[config.mk]
export PLATFORM = sky130hd
export DESIGN_NAME = fir3_serial_mac_flat
export DESIGN_NICKNAME = d
export VERILOG_FILES = /design/src/rtl/fir3_serial_mac_if.sv /design/src/rtl/fir3_serial_mac.sv /design/src/flat_wrapper.sv
export SDC_FILE = /design/constraint.sdc
export NUM_CORES = 1
export LEC_CHECK = 0
export ABC_AREA = 1
export ABC_CLOCK_PERIOD_IN_PS = 4900
export BUFFER_PORTS_ARGS = -buffer_cell sky130_fd_sc_hd__buf_2
export CAP_MARGIN = 20
export CORE_MARGIN = 2
export CORE_UTILIZATION = 45
export CTS_BUF_LIST = sky130_fd_sc_hd__clkbuf_16
export DETAILED_ROUTE_END_ITERATION = 10
export PLACE_DENSITY_LB_ADDON = 0.12
export SLEW_MARGIN = 20
export SYNTH_ARGS = -nofsm -noshare
export SYNTH_HDL_FRONTEND = slang
export SYNTH_SLANG_ARGS = --single-unit
export TNS_END_PERCENT = 1
[constraint.sdc]
create_clock -name clk -period 4.9 [get_ports clk]
set_input_delay 1.47 -clock clk [delete_from_list [all_inputs] [get_ports clk]]
set_output_delay 1.47 -clock clk [all_outputs]
set_load 0.01 [all_outputs]
[src/rtl/fir3_serial_mac_if.sv]
// fir3_serial_mac_if
// Sample-in / result-out handshake bundle for the serial 3-tap FIR.
//   slave  : the FIR block (consumes x_in, produces y/ovf)
//   master : whoever feeds samples and drains results
interface fir3_serial_mac_if;
    // input sample channel
    logic        in_valid;
    logic        in_ready;
    logic [7:0]  x_in;
    // result channel (16-bit sum + carry, matching the adder stage)
    logic        out_valid;
    logic        out_ready;
    logic [15:0] y;
    logic        ovf;

    modport slave (
        input  in_valid, x_in, out_ready,
        output in_ready, out_valid, y, ovf
    );

    modport master (
        output in_valid, x_in, out_ready,
        input  in_ready, out_valid, y, ovf
    );
endinterface

[src/rtl/fir3_serial_mac.sv]
// fir3_serial_mac
// Serial 3-tap FIR: y = C0*x[n] + C1*x[n-1] + C2*x[n-2], one shared 8x8
// multiplier accumulated over three cycles into an 18-bit register.
// A new sample is accepted only in IDLE; the result is held in DONE until
// the downstream adder stage takes it.
// Build option: `define FIR3_SATURATE_EN clamps y to 16'hFFFF whenever the
// 18-bit sum does not fit in 16 bits (ovf is raised in both builds).
module fir3_serial_mac #(
    parameter logic [7:0] C0 = 8'd1,
    parameter logic [7:0] C1 = 8'd2,
    parameter logic [7:0] C2 = 8'd1
) (
    input  logic               clk,
    input  logic               rst,
    fir3_serial_mac_if.slave   bus
);

    typedef enum logic [2:0] {
        IDLE = 3'd0,
        TAP0 = 3'd1,
        TAP1 = 3'd2,
        TAP2 = 3'd3,
        DONE = 3'd4
    } state_t;

    state_t      state, state_nxt;

    // tap delay line: x0 = x[n], x1 = x[n-1], x2 = x[n-2]
    logic [7:0]  x0, x1, x2;
    logic [17:0] acc;
    logic [15:0] y_q;
    logic        ovf_q;

    logic        accept;
    logic        mac_en;
    logic        load_out;
    logic [7:0]  coef;
    logic [7:0]  tap;
    logic [15:0] prod;
    logic [17:0] acc_sum;
    logic        sum_ovf;
    logic [15:0] y_final;

    // state register
    always_ff @(posedge clk or posedge rst) begin
        if (rst) state <= IDLE;
        else     state <= state_nxt;
    end

    // next state, handshake outputs and datapath strobes
    always_comb begin
        state_nxt     = state;
        bus.in_ready  = 1'b0;
        bus.out_valid = 1'b0;
        accept        = 1'b0;
        mac_en        = 1'b0;
        load_out      = 1'b0;
        case (state)
            IDLE: begin
                bus.in_ready = 1'b1;
                if (bus.in_valid) begin
                    accept    = 1'b1;
                    state_nxt = TAP0;
                end
            end
            TAP0: begin
                mac_en    = 1'b1;
                state_nxt = TAP1;
            end
            TAP1: begin
                mac_en    = 1'b1;
                state_nxt = TAP2;
            end
            TAP2: begin
                // last product lands in acc and the output register together
                mac_en    = 1'b1;
                load_out  = 1'b1;
                state_nxt = DONE;
            end
            DONE: begin
                bus.out_valid = 1'b1;
                if (bus.out_ready) state_nxt = IDLE;
            end
            default: state_nxt = IDLE;
        endcase
    end

    // pick coefficient/tap pair for the current MAC cycle
    always_comb begin
        coef = 8'd0;
        tap  = 8'd0;
        case (state)
            TAP0:    begin coef = C0; tap = x0; end
            TAP1:    begin coef = C1; tap = x1; end
            TAP2:    begin coef = C2; tap = x2; end
            default: begin coef = 8'd0; tap = 8'd0; end
        endcase
    end

    // shared multiplier and adder; 3*255*255 < 2^18 so the sum never wraps
    assign prod    = 16'(coef) * 16'(tap);
    assign acc_sum = acc + {2'b00, prod};
    assign sum_ovf = |acc_sum[17:16];

`ifdef FIR3_SATURATE_EN
    assign y_final = sum_ovf ? 16'hFFFF : acc_sum[15:0];
`else
    assign y_final = acc_sum[15:0];
`endif

    // delay line shifts only on an accepted sample
    always_ff @(posedge clk or posedge rst) begin
        if (rst) begin
            x0 <= 8'd0;
            x1 <= 8'd0;
            x2 <= 8'd0;
        end else if (accept) begin
            x2 <= x1;
            x1 <= x0;
            x0 <= bus.x_in;
        end
    end

    // accumulator: cleared on accept, summed during the three tap cycles
    always_ff @(posedge clk or posedge rst) begin
        if (rst)         acc <= 18'd0;
        else if (accept) acc <= 18'd0;
        else if (mac_en) acc <= acc_sum;
    end

    // output register: loaded as DONE is entered, held until the next result
    always_ff @(posedge clk or posedge rst) begin
        if (rst) begin
            y_q   <= 16'd0;
            ovf_q <= 1'b0;
        end else if (load_out) begin
            y_q   <= y_final;
            ovf_q <= sum_ovf;
        end
    end

    assign bus.y   = y_q;
    assign bus.ovf = ovf_q;

endmodule

[src/flat_wrapper.sv]
// flat-port wrapper written by rule: the top's interface ports become plain ports
module fir3_serial_mac_flat 
#(
    parameter logic [7:0] C0 = 8'd1,
    parameter logic [7:0] C1 = 8'd2,
    parameter logic [7:0] C2 = 8'd1
)
  (clk, rst, bus_in_valid, bus_x_in, bus_out_ready, bus_in_ready, bus_out_valid, bus_y, bus_ovf);
  fir3_serial_mac_if bus_i ();
  input  logic clk;
  input  logic rst;
  input wire logic [$bits(bus_i.in_valid)-1:0] bus_in_valid;
  input wire logic [$bits(bus_i.x_in)-1:0] bus_x_in;
  input wire logic [$bits(bus_i.out_ready)-1:0] bus_out_ready;
  output wire logic [$bits(bus_i.in_ready)-1:0] bus_in_ready;
  output wire logic [$bits(bus_i.out_valid)-1:0] bus_out_valid;
  output wire logic [$bits(bus_i.y)-1:0] bus_y;
  output wire logic [$bits(bus_i.ovf)-1:0] bus_ovf;
  assign bus_i.in_valid = bus_in_valid;
  assign bus_i.x_in = bus_x_in;
  assign bus_i.out_ready = bus_out_ready;
  assign bus_in_ready = bus_i.in_ready;
  assign bus_out_valid = bus_i.out_valid;
  assign bus_y = bus_i.y;
  assign bus_ovf = bus_i.ovf;
  fir3_serial_mac #(.C0(C0), .C1(C1), .C2(C2)) u_core (.clk(clk), .rst(rst), .bus(bus_i));
endmodule
After elaboration in Yosys (flattened, before gate mapping)

Cells that the tools add are included.

Eq/ne operators: 6
Multiplexer cells: 13
$add $sub $neg: 1
Reductions and logical operators: 6
Multiply operators: 1

Operator list:

| kind                 | number |
|---|---|
| $mux W18             | 2 |
| $pmux W8 S3          | 1 |
| $add A18 B16 Y18     | 1 |
| $pmux W3 S5          | 1 |
| $mul A2 B8 Y10       | 1 |
| $eq A3 B2 Y1 const B | 2 |
| $mux W1              | 6 |
| $mux W3              | 2 |
| $ne A2 B2 Y1 const B | 2 |
| $pmux W2 S2          | 1 |
| $reduce_or A2 Y1     | 2 |
| $eq A3 B1 Y1 const B | 1 |
| $eq A3 B3 Y1 const B | 1 |
| $logic_not A3 Y1     | 1 |
| $reduce_or A3 Y1     | 1 |
| $reduce_and A2 Y1    | 1 |
| $reduce_bool A2 Y1   | 1 |

Flip-flop bits (word level): 62
Bits of input ports: 12
Logic and storage cells: 34
Output and inout bits: 19

Depth between registers and ports, before layout

Depth in word-level cells: 7
Depth in mapped cells: 27
Mapped depth without buffers: 27

Least setup slack after synthesis

OpenSTA, ideal clock, no wires.

Path type: register -> register
Start: register u_core.state[2]
End: register u_core.ovf_q, in the netlist u_core.bus.ovf
Setup slack: 1496 ps
Period minus slack after synthesis: 3404 ps
Path buffers: 0
Required time: 4783 ps
Arrival time: 3287 ps
Cell stages (with the launch flop): 25
Setup time: 117 ps
Cell sequence: dfrtp_1 nor2_1 inv_2 nor2_2 inv_2 o21ai_0 ha_1 inv_1 fa_1 inv_1 a31oi_1 o21ai_0 xnor2_1 inv_1 ha_1 nand2_1 inv_1 a21oi_2 nand2_2 nand2_1 nand2_1 nand2_1 nand3_1 nor2_1 nor2_1

Cells in the longest elaborated chain, start to end: 6
Elaborated cells on any way between the ends: 10
Those cells by class: 1 x add/sub; 1 x mul; 3 x eq/ne; 3 x mux; 2 x reduce/logical

RTL lines:

| what                                                | RTL line                                     | text |
|---|---|---|
| start: declaration                                  | fir3_serial_mac.sv:26                        | `state_t state, state_nxt;` |
| start signal: assignment                            | fir3_serial_mac.sv:47                        | `else state <= state_nxt;` |
| $eq A3 B1 Y1 / $eq A3 B2 Y1 (equally long branches) | fir3_serial_mac.sv:92, fir3_serial_mac.sv:58 |  |
| $reduce_or A2 Y1 (no line)                          | --                                           |  |
| $pmux W2 S2                                         | fir3_serial_mac.sv:92                        | `case (state)` |
| $mul A2 B8 Y10                                      | fir3_serial_mac.sv:101                       | `assign prod = 16'(coef) * 16'(tap);` |
| $add A18 B16 Y18                                    | fir3_serial_mac.sv:102                       | `assign acc_sum = acc + {2'b00, prod};` |
| $reduce_or A2 Y1                                    | fir3_serial_mac.sv:103                       | `assign sum_ovf = \|acc_sum[17:16];` |
| end signal: assignment                              | fir3_serial_mac.sv:138                       | `ovf_q <= sum_ovf;` |
| end: declaration                                    | fir3_serial_mac.sv:32                        | `logic ovf_q;` |

Several ways; a longest one is shown, not always the timed one.
A chain may end at the register's enable or synchronous reset.

Worst setup path in the final report

Ends and elaborated chain as after synthesis.

==> results.yml <==
final_layout:
  seq_area_um2: 1550
  nNetsFinal: 534
  diodes: 0
  final_core_util: 0.534
  drive_gt1_frac: 0.154
  fillers: 737
  syn_to_final_growth_pct: 13.3
  instances_no_fill: 609
  stdcell_area_um2: 4170
  multiInputGateArea_um2: 1770
die:
  rows: 32
  die_h_um: 94.4
  core_um2: 7810
  dieArea_um2: 8920
  io_pins: 31
  initial_core_util: 0.471
  die_w_um: 94.4
clock_tree:
  path_clk_slew_ns: 0.06
  cts_setup_buffers: 0
  cts_buffer_depth: 2
  clk_latency_ns: 0.33
  post_cts_resized: 0
  clock-sinks: 62
  cts_tree: "yes"
  cts_buffers: 9
  postCtsHoldBufs: 0
  cts_max_level: 3
  root_buffer: "clkbuf_16"
worst_setup_path:
  crit_start: "u_core.state[2]$_DFFE_PP0P_"
  startpoint_type: "flop"
  crit_fanout: 19
  path_cells: "nor2_1, inv_2, nor2_8, nand2_1, a31oi_4, inv_2, fa_1, inv_1, a31oi_1, o21ai_0, xnor2_1, inv_1, ha_1, nand2_1, inv_1, a21oi_2, nand2_2, nand2_1, nand2_1, nand2_1, nand3_1, nor2_1, nor2_1"
  ff2ff_path_depth: 23
  cpPeakStageDelay_ns: 0.44
  end_kind: "flop"
  rr_startpoint: "u_core.state[2]$_DFFE_PP0P_"
  crit_required_ns: 5.12
  slowest_stage: "dfrtp_1"
  cp_common_cell: "nand2_1"
  worstSetupPathType: "flop to flop"
  cp_data_arrival_time_ns: 4.06
synthesis:
  yosysTopAreaCell: "dfrtp_1"
  yosys.cell_types.count: 39
  ys_ff_latch: 62
  yosysWarningCount: 0
  postSynthCellCount: 469
  synthDominantCellAreaShare: 0.421
  synth_area_leaders: "dfrtp_1, nand2_1, inv_1, ha_1, o21ai_0"
  syn_nets: 501
  seq_area_frac_synth: 0.421
  syn_area_um2: 3680
  syn_avg_cell_area_um2: 7.85
sta:
  setup_viol: 0
  hold_slack_ns: 0.471
  fin_crit_sh: 0.785
  fin_setup_tns_ns: 0
  rsz0062_at_grt: "no"
  maxSlewViolCount: 0
  worst_slew_pin_slew_ns: 0.688
  finalWorstSetupSlack_ns: 1.05
  fin_crit_ns: 3.85
  skew_ns: 0.00820
  fmax_mhz: 260
  final_hold_viol_count: 0
  slew_headroom: 0.541
route:
  vias: 2964
  wl_mm: 7.60
  drt_iter0_markers: 129
  antenna_left: 0
  drtPass1Iterations: 4
  wl_per_cell_um: 12.5
  drc: 0
  drt-vias-per-instance: 4.87
placement:
  hpwl_mm: 5.68
  place_ws_ns: 1.07
  routabilityCongestion: 0.923
  place_inst: 593
  placed_cell_area_um2: 3890
  port_buffers: 30
pwr:
  p_int_mw: 1.51
  design_power_total_mw: 2.72
  power_frac_comb: 0.470
  leakage_nw: 2.12
  p_sw_frac: 0.444
  p_seq_frac: 0.315
  p_switching_mw: 1.21
  power-per-cell-area_nw_per_um2: 653
  ir_drop_mv: 0.287
  clkPwrFrac: 0.214
worst_hold_path:
  hp-start: "u_core.bus.y[2]$_DFFE_PP0N_"
  whs_path_depth: 2
  hold_path_class: "flop to flop"
global_route:
  grt_pass1_wl_mm: 13.8
  grt_start_max_net_pins: 34
  grtUsageTotal: 0.198
  grt_overflow: 0
  antenna_found_initial: 0
  grt_pass1_vias: 3054
outcome:
  status: "finished, final reports clean"
run:
  maxCapViolCount: 0
[layer usage]
layer / up-vias / track usage / share of wire
met4: 0 / 0.0628 / 0.012
met2: 45 / 0.336 / 0.47
li1: 1555 / - / -
met1: 1356 / 0.249 / 0.48
met3: 8 / 0.0455 / 0.037
met5: - / 0 / 0
[synth_stat cells, drive strengths merged]
cell type / number
xor2: 4
o21ai: 58
a21oi: 9
a31oi: 4
or2: 1
dfrtp: 62
o21a: 1
a21boi: 1
nor2: 33
nand3: 28
nand4: 5
o211ai: 2
a22o: 1
o21bai: 1
buf: 8
nor3: 5
nand2: 139
xnor2: 9
ha: 18
fa: 2
clkbuf: 1
a21o: 1
inv: 74
nand3b: 2
[power by group through the flow]
stage                     registers [mW]  clock network, mW  logic, mW
final                              0.858              0.584       1.28
after CTS                          0.856              0.598       1.30
after floorplan                    0.865                  0       1.01
after global placement             0.859                  0       1.27
after global routing               0.884              0.621       1.48
after detailed placement           0.861                  0       1.30
[critical path, delay by kind of cell (launching register included)]
family,cells,cell delay [ns]
AOI/OAI and AO/OA,4,0.78
xor gates and xnor gates,1,0.16
adders and majority gates,2,0.76
buffers and inverters,5,0.37
DFF,1,0.44
and+or+nand+nor,11,1.21
[state kept, by name, summed over array words and instances (netlist names)]
name            cells
u_core.state        3
u_core.acc         18
u_core.x1           8
u_core.bus.ovf      1
u_core.x0           8
u_core.bus.y       16
u_core.x2           8
[cell families (layout without fill, tap and decap cells)]
group,count (synthesis),count (layout),share of synthesized area
compound gates,78,78,0.122
xor+xnor,13,13,0.0309
fa+ha+maj,20,20,0.0721
buf+inv,83,121,0.0969
flops,62,62,0.421
simple gates,213,213,0.257
[final timing paths]
kind	to	slack [ns]
max	u_core.bus.ovf$_DFFE_PP0N_	1.05
min	u_core.bus.y[2]$_DFFE_PP0N_	0.47
max reg2reg	u_core.bus.ovf$_DFFE_PP0N_	1.05
min reg2reg	u_core.bus.y[2]$_DFFE_PP0N_	0.47
max in group asynchronous	u_core.acc[6]$_DFFE_PP0P_	2.80
min in group asynchronous	u_core.x0[7]$_DFFE_PP0P_	1.24
[cell type report]
class | count | share of cell area
inverter | 74 | 0.0678
timing repair buffer | 31 | 0.0378
multi-input combinational | 324 | 0.425
clock buffer | 9 | 0.0540
sequential | 62 | 0.372
clock inverter | 7 | 0.0123
tap | 102 | 0.0306
[cells in the final DEF (no fill, tap or decap), types with 3 or more instances in the layout]
cell type  Yosys  layout
nand2_1      134     134
inv_1         63      62
dfrtp_1       62      62
o21ai_0       37      37
buf_2          2      30
nor2_1        26      26
nand3_1       26      26
o21ai_1       21      21
ha_1          18      18
inv_2         10      11
xnor2_1        9       9
clkbuf_16      0       9
a21oi_1        7       7
nand4_1        5       5
nand2_2        4       4
nor3_1         4       4
nor2_2         4       4
xor2_1         4       4
a31oi_1        3       3
clkinv_4       0       3
No activity file was read; power rests on OpenSTA's default activity.
